===== src/rtl/stdp_synapse_if.sv =====
// Spike inputs and learning outputs of one STDP synapse.
// master drives spikes and learn_en; slave (the synapse) returns weight and update pulses.
interface stdp_synapse_if #(
  parameter int unsigned WEIGHT_W = 8
);
  logic                pre_spike;
  logic                post_spike;
  logic                learn_en;
  logic [WEIGHT_W-1:0] weight;
  logic                ltp;
  logic                ltd;
  logic [3:0]          time_diff;

  modport master (
    output pre_spike, post_spike, learn_en,
    input  weight, ltp, ltd, time_diff
  );

  modport slave (
    input  pre_spike, post_spike, learn_en,
    output weight, ltp, ltd, time_diff
  );
endinterface


===== src/rtl/stdp_synapse.sv =====
// Pair-based nearest-neighbour STDP synapse with saturating weight.
// Optional idle weight decay is compiled in with `define STDP_DECAY_EN.
module stdp_synapse #(
  parameter int unsigned WEIGHT_W     = 8,
  parameter int unsigned W_INIT       = 64,
  parameter int unsigned A_PLUS       = 8,
  parameter int unsigned A_MINUS      = 8,
  parameter int unsigned WINDOW       = 15,
  parameter int unsigned DECAY_PERIOD = 255
) (
  input  logic          clk,
  input  logic          rst_n,
  stdp_synapse_if.slave bus
);

  // Two guard bits so weight + step can never wrap before saturation.
  localparam int unsigned CALC_W = WEIGHT_W + 2;
  localparam logic [CALC_W-1:0] W_MAX = {2'b00, {WEIGHT_W{1'b1}}};

  if (WINDOW < 1 || WINDOW > 15) begin : g_bad_window
    $error("stdp_synapse: WINDOW must be in 1..15");
  end
  if (DECAY_PERIOD < 1 || DECAY_PERIOD > 255) begin : g_bad_decay
    $error("stdp_synapse: DECAY_PERIOD must be in 1..255");
  end

  logic [WEIGHT_W-1:0] weight_q, weight_d;
  logic                ltp_q, ltp_d;
  logic                ltd_q, ltd_d;
  logic [3:0]          time_diff_q, time_diff_d;
  logic                pre_valid_q, pre_valid_d;
  logic [3:0]          pre_cnt_q, pre_cnt_d;
  logic                post_valid_q, post_valid_d;
  logic [3:0]          post_cnt_q, post_cnt_d;

  logic                do_ltp_c, do_ltd_c;
  logic [1:0]          pre_sh_c, post_sh_c;
  logic [CALC_W-1:0]   ltp_step_c, ltd_step_c, ltp_sum_c;

`ifdef STDP_DECAY_EN
  logic [7:0]          decay_cnt_q, decay_cnt_d;
`endif

  assign do_ltp_c = bus.post_spike && !bus.pre_spike && pre_valid_q && bus.learn_en;
  assign do_ltd_c = bus.pre_spike && !bus.post_spike && post_valid_q && bus.learn_en;

  // Step halves every 4 cycles of |dt|.
  assign pre_sh_c   = 2'((pre_cnt_q - 4'd1) >> 2);
  assign post_sh_c  = 2'((post_cnt_q - 4'd1) >> 2);
  assign ltp_step_c = CALC_W'(A_PLUS) >> pre_sh_c;
  assign ltd_step_c = CALC_W'(A_MINUS) >> post_sh_c;
  assign ltp_sum_c  = {2'b00, weight_q} + ltp_step_c;

  always_comb begin
    weight_d     = weight_q;
    ltp_d        = 1'b0;
    ltd_d        = 1'b0;
    time_diff_d  = time_diff_q;
    pre_valid_d  = pre_valid_q;
    pre_cnt_d    = pre_cnt_q;
    post_valid_d = post_valid_q;
    post_cnt_d   = post_cnt_q;

    if (bus.pre_spike) begin
      pre_valid_d = 1'b1;
      pre_cnt_d   = 4'd1;
    end else if (pre_valid_q) begin
      if (pre_cnt_q == 4'(WINDOW)) begin
        pre_valid_d = 1'b0;
        pre_cnt_d   = 4'd0;
      end else begin
        pre_cnt_d = pre_cnt_q + 4'd1;
      end
    end

    if (bus.post_spike) begin
      post_valid_d = 1'b1;
      post_cnt_d   = 4'd1;
    end else if (post_valid_q) begin
      if (post_cnt_q == 4'(WINDOW)) begin
        post_valid_d = 1'b0;
        post_cnt_d   = 4'd0;
      end else begin
        post_cnt_d = post_cnt_q + 4'd1;
      end
    end

    // A pairing consumes the partner trace so each spike pairs at most once.
    if (do_ltp_c) begin
      weight_d    = (ltp_sum_c > W_MAX) ? W_MAX[WEIGHT_W-1:0] : ltp_sum_c[WEIGHT_W-1:0];
      ltp_d       = 1'b1;
      time_diff_d = pre_cnt_q;
      pre_valid_d = 1'b0;
      pre_cnt_d   = 4'd0;
    end else if (do_ltd_c) begin
      weight_d     = (ltd_step_c > {2'b00, weight_q}) ? '0
                                                      : weight_q - ltd_step_c[WEIGHT_W-1:0];
      ltd_d        = 1'b1;
      time_diff_d  = post_cnt_q;
      post_valid_d = 1'b0;
      post_cnt_d   = 4'd0;
    end

    if (bus.pre_spike && bus.post_spike) begin
      pre_valid_d  = 1'b0;
      pre_cnt_d    = 4'd0;
      post_valid_d = 1'b0;
      post_cnt_d   = 4'd0;
    end

`ifdef STDP_DECAY_EN
    decay_cnt_d = decay_cnt_q;
    if (ltp_d || ltd_d) begin
      decay_cnt_d = 8'd0;
    end else if (decay_cnt_q == 8'(DECAY_PERIOD - 1)) begin
      decay_cnt_d = 8'd0;
      if (weight_q != '0) weight_d = weight_q - WEIGHT_W'(1);
    end else begin
      decay_cnt_d = decay_cnt_q + 8'd1;
    end
`endif
  end

  always_ff @(posedge clk or negedge rst_n) begin
    if (!rst_n) begin
      weight_q     <= WEIGHT_W'(W_INIT);
      ltp_q        <= 1'b0;
      ltd_q        <= 1'b0;
      time_diff_q  <= 4'd0;
      pre_valid_q  <= 1'b0;
      pre_cnt_q    <= 4'd0;
      post_valid_q <= 1'b0;
      post_cnt_q   <= 4'd0;
    end else begin
      weight_q     <= weight_d;
      ltp_q        <= ltp_d;
      ltd_q        <= ltd_d;
      time_diff_q  <= time_diff_d;
      pre_valid_q  <= pre_valid_d;
      pre_cnt_q    <= pre_cnt_d;
      post_valid_q <= post_valid_d;
      post_cnt_q   <= post_cnt_d;
    end
  end

`ifdef STDP_DECAY_EN
  always_ff @(posedge clk or negedge rst_n) begin
    if (!rst_n) decay_cnt_q <= 8'd0;
    else        decay_cnt_q <= decay_cnt_d;
  end
`endif

  assign bus.weight    = weight_q;
  assign bus.ltp       = ltp_q;
  assign bus.ltd       = ltd_q;
  assign bus.time_diff = time_diff_q;

endmodule


===== src/flat_wrapper.sv =====
// flat-port wrapper written by rule: the top's interface ports become plain ports
module stdp_synapse_flat 
#(
  parameter int unsigned WEIGHT_W     = 8,
  parameter int unsigned W_INIT       = 64,
  parameter int unsigned A_PLUS       = 8,
  parameter int unsigned A_MINUS      = 8,
  parameter int unsigned WINDOW       = 15,
  parameter int unsigned DECAY_PERIOD = 255
)
  (clk, rst_n, bus_pre_spike, bus_post_spike, bus_learn_en, bus_weight, bus_ltp, bus_ltd, bus_time_diff);
  stdp_synapse_if #(.WEIGHT_W(WEIGHT_W)) bus_i ();
  input  logic clk;
  input  logic rst_n;
  input wire logic [$bits(bus_i.pre_spike)-1:0] bus_pre_spike;
  input wire logic [$bits(bus_i.post_spike)-1:0] bus_post_spike;
  input wire logic [$bits(bus_i.learn_en)-1:0] bus_learn_en;
  output wire logic [$bits(bus_i.weight)-1:0] bus_weight;
  output wire logic [$bits(bus_i.ltp)-1:0] bus_ltp;
  output wire logic [$bits(bus_i.ltd)-1:0] bus_ltd;
  output wire logic [$bits(bus_i.time_diff)-1:0] bus_time_diff;
  assign bus_i.pre_spike = bus_pre_spike;
  assign bus_i.post_spike = bus_post_spike;
  assign bus_i.learn_en = bus_learn_en;
  assign bus_weight = bus_i.weight;
  assign bus_ltp = bus_i.ltp;
  assign bus_ltd = bus_i.ltd;
  assign bus_time_diff = bus_i.time_diff;
  stdp_synapse #(.WEIGHT_W(WEIGHT_W), .W_INIT(W_INIT), .A_PLUS(A_PLUS), .A_MINUS(A_MINUS), .WINDOW(WINDOW), .DECAY_PERIOD(DECAY_PERIOD)) u_core (.clk(clk), .rst_n(rst_n), .bus(bus_i));
endmodule

===== config.mk =====
export PLATFORM = sky130hd
export DESIGN_NAME = stdp_synapse_flat
export DESIGN_NICKNAME = d
export VERILOG_FILES = /design/src/rtl/stdp_synapse_if.sv /design/src/rtl/stdp_synapse.sv /design/src/flat_wrapper.sv
export SDC_FILE = /design/constraint.sdc
export NUM_CORES = 1
export LEC_CHECK = 0
export CAP_MARGIN = 40
export CORE_UTILIZATION = 40
export CTS_CLUSTER_DIAMETER = 150
export DETAILED_ROUTE_END_ITERATION = 10
export SYNTH_ARGS = -nofsm -noshare
export SYNTH_HDL_FRONTEND = slang
export SYNTH_SLANG_ARGS = --single-unit

===== constraint.sdc =====
create_clock -name clk -period 4 [get_ports clk]
set_clock_uncertainty 0.2 [all_clocks]
set_input_delay 0.8 -clock clk [delete_from_list [all_inputs] [get_ports clk]]
set_output_delay 0.8 -clock clk [all_outputs]
set_load 0.005 [all_outputs]

==> results.toml <==
[logic_synthesis]
avgSynthCellArea_um2 = 8.141
synth_nets = 254
synth_ff_type = "dfrtp_1"
ys_seq_area_frac = 0.3200
netlist.top_cell.by_area = "dfrtp_1"
syn_area_um2 = 1881
synth_cells = 231
synth_area_leaders = "dfrtp_1 31%, ha_1 11%, nand2_1 6.2%"
synth_edf_count = 0
ys_ff_latch = 24
yosysUniqueCellTypes = 45
synthArstFlopShare = 1.000
yosysWarningCount = 0
synth_top_area_share = 0.3061

[timing]
setup_viol = 0
worst_pin_slew_ps = 763.7
setup_tns_ps = 0
maxSlewHeadroom = 0.4890
finalCritPeriodShare = 0.7560
fin_crit_ps = 3024
slew_viol_final = 0
max_freq_ghz = 0.3307
final-hold-violation-count = 0
rsz0062_at_grt = "false"

[power_and_ir_drop]
vdd_drop_max_mv = 0.2251
leakagePower_nw = 0.9715
p_int_mw = 0.7214
pwr_density_cell_nw_per_um2 = 568.2
p_sw_mw = 0.4936
pwr-share-seq = 0.334
clkPwrFrac = 0.176
combPwrFrac = 0.490
swShare = 0.4063

[finish]
layout_common_cells = "31 x nand2_1, 23 x dfrtp_1, 19 x inv_1"
layout_commonest_cell = "nand2_1"
drive_above_1_share = 0.03347
area_growth_pct = 13.71
final-instance-count-excl-fill = 291
n_antenna_cell = 0
nNetsFinal = 263
utilization = 0.4811

[floorplanning]
io_pins = 19
core-area_um2 = 4444
die_w_um = 70.57
initial_core_util = 0.4231
fp.dieH_um = 70.57
num_rows = 24
dieArea_um2 = 4979

[placed_design]
place_inst = 287
place.gp.congestion = 0.8282
dpl.hpwl_um = 3207
io_buffers = 18

[clock_network]
hold_buffers = 0
root_buffer = "clkbuf_8"
clock_latency_ps = 270
numCtsBuffers = 3
clockBufferDepth = 2
cts.sinks = 24
cts_max_level = 1
cts_tree = "built"
cts.clk_slew.worst_paths_ps = 90
cts_setup_buffers = 0
cts.repair.resized = 0

[setup_path]
critPathLaunchType = "flop"
end_kind = "flop"
crit_path_start = "u_core.post_cnt_q[0]$_DFF_PN0_"
path_max_fanout = 12
r2r-start = "u_core.post_cnt_q[0]$_DFF_PN0_"
cp.arrival_ps = 2980
critPathKind = "reg2reg"
crit_required_ps = 3950

[global_routing]
grt_start_max_net_pins = 25
antenna_found_initial = 0
grt_usage = 0.1873
grt_pass1_wl_um = 7327
grt_overflow = 0
grt_pass1_vias = 1504

[drt]
drc = 2
drt_pass1_iterations = 7
ant_nets = 0
vias = 1640
wl_per_cell_um = 14.47
vias_per_cell = 5.636
wl_um = 4210
drt_iter0_drc = 103

[run_status]
violations = "design-rule violations"
status = "finished, violations left"

[job]
drv_cap = 0

[hold_path]
hold_class = "reg2reg"
min_from = "u_core.bus.time_diff[2]$_DFFE_PN0P_"
-- cells by family after synthesis --
group | count (synthesis) | synth area share
flip-flops | 24 | 0.3200
XOR/XNOR | 5 | 0.02329
AND/OR/NAND/NOR | 83 | 0.2122
AO/OA/AOI/OAI | 62 | 0.2202
multiplexers | 4 | 0.02129
adder cells (fa/ha/maj) | 18 | 0.1277
buffers and inverters | 35 | 0.07519
-- stage by stage --
step           power (mW)  setup slack [ps]  hold WS (ps)  cell area [µm²]
2_1_floorplan      0.7905              1251         270.2             1881
3_5_place_dp        1.003             830.2         282.5             2067
6_report            1.215             975.9         305.3             2138
4_1_cts             1.223             943.0         304.0             2138
5_1_grt             1.326             749.4         350.1             2138
3_3_place_gp        1.002             874.6         280.5             2067
-- critical path, cell delays in order, from the launching register on --
cell,delay (ps)
dfrtp_1,470
inv_1,100
ha_1,310
nand3_1,120
o31a_1,220
inv_1,60
ha_1,300
nor2b_1,130
o211ai_1,100
a31o_1,370
a21o_1,210
a221o_1,330
-- final cells by class --
cell class,instances,area [µm²]
multi-input combinational,172,1137
clock buffer,3,41.29
timing repair buffer,19,187.7
tap,52,65.06
sequential,24,601.8
inverter,20,75.07
fill,454,2306
clock inverter,1,30.03
-- flip-flops by register name, indices dropped and copies added, names as in the netlist --
signal	count
u_core.pre_valid_q	1
u_core.post_cnt_q	4
u_core.bus.time_diff	4
u_core.pre_cnt_q	4
u_core.bus.weight	8
u_core.bus.ltp	1
u_core.post_valid_q	1
u_core.bus.ltd	1
-- Yosys cell counts (all sizes together), types with 2 or more instances --
library cell and count:
a21o 3, nand2 31, ha 16, o211ai 5, fa 2, nand3 14, nor4 2, a211oi 2
mux2i 4, o31a 2, nand2b 4, dfrtp 23, nand4 4, a22oi 7, nor2 15, o21a 5
inv 20, buf 8, xnor2 2, xor2 3, a31oi 2, a21oi 14, nand3b 2, nor2b 3
clkbuf 7, o31ai 4, nor3 3, o21ai 10
-- routing by layer --
| layer | GRT usage | wire [µm] |
|---|---|---|
| met1 | 0.3025 | 2173 |
| met2 | 0.2503 | 1759 |
| met3 | 0.03561 | 229 |
| met4 | 0.05333 | 47 |
| met5 | 0 | 0 |
-- power by group through the flow --
| stage | Clock [mW] | Sequential [mW] | Combinational (mW) |
|---|---|---|---|
| final | 0.214 | 0.406 | 0.595 |
| after global routing | 0.232 | 0.423 | 0.671 |
| after CTS | 0.220 | 0.407 | 0.596 |
| after detailed placement | 0 | 0.412 | 0.591 |
| after global placement | 0 | 0.413 | 0.589 |
| after floorplan | 0 | 0.360 | 0.430 |
-- final timing paths --
| path | to | slack (ps) | cells past startpoint |
|---|---|---|---|
| min reg2reg | u_core.bus.time_diff[2]$_DFFE_PN0P_ | 310 | 2 |
| max reg2reg | u_core.bus.weight[5]$_DFFE_PN0P_ | 980 | 11 |
| max in group asynchronous | u_core.bus.weight[6]$_DFFE_PN1P_ | 2620 | 2 |
| max | u_core.bus.weight[5]$_DFFE_PN0P_ | 980 | 11 |
| min | u_core.bus.time_diff[2]$_DFFE_PN0P_ | 310 | 2 |
| min in group asynchronous | u_core.pre_cnt_q[2]$_DFFE_PN0P_ | 690 | 2 |
(Power assumes the default switching activity.)
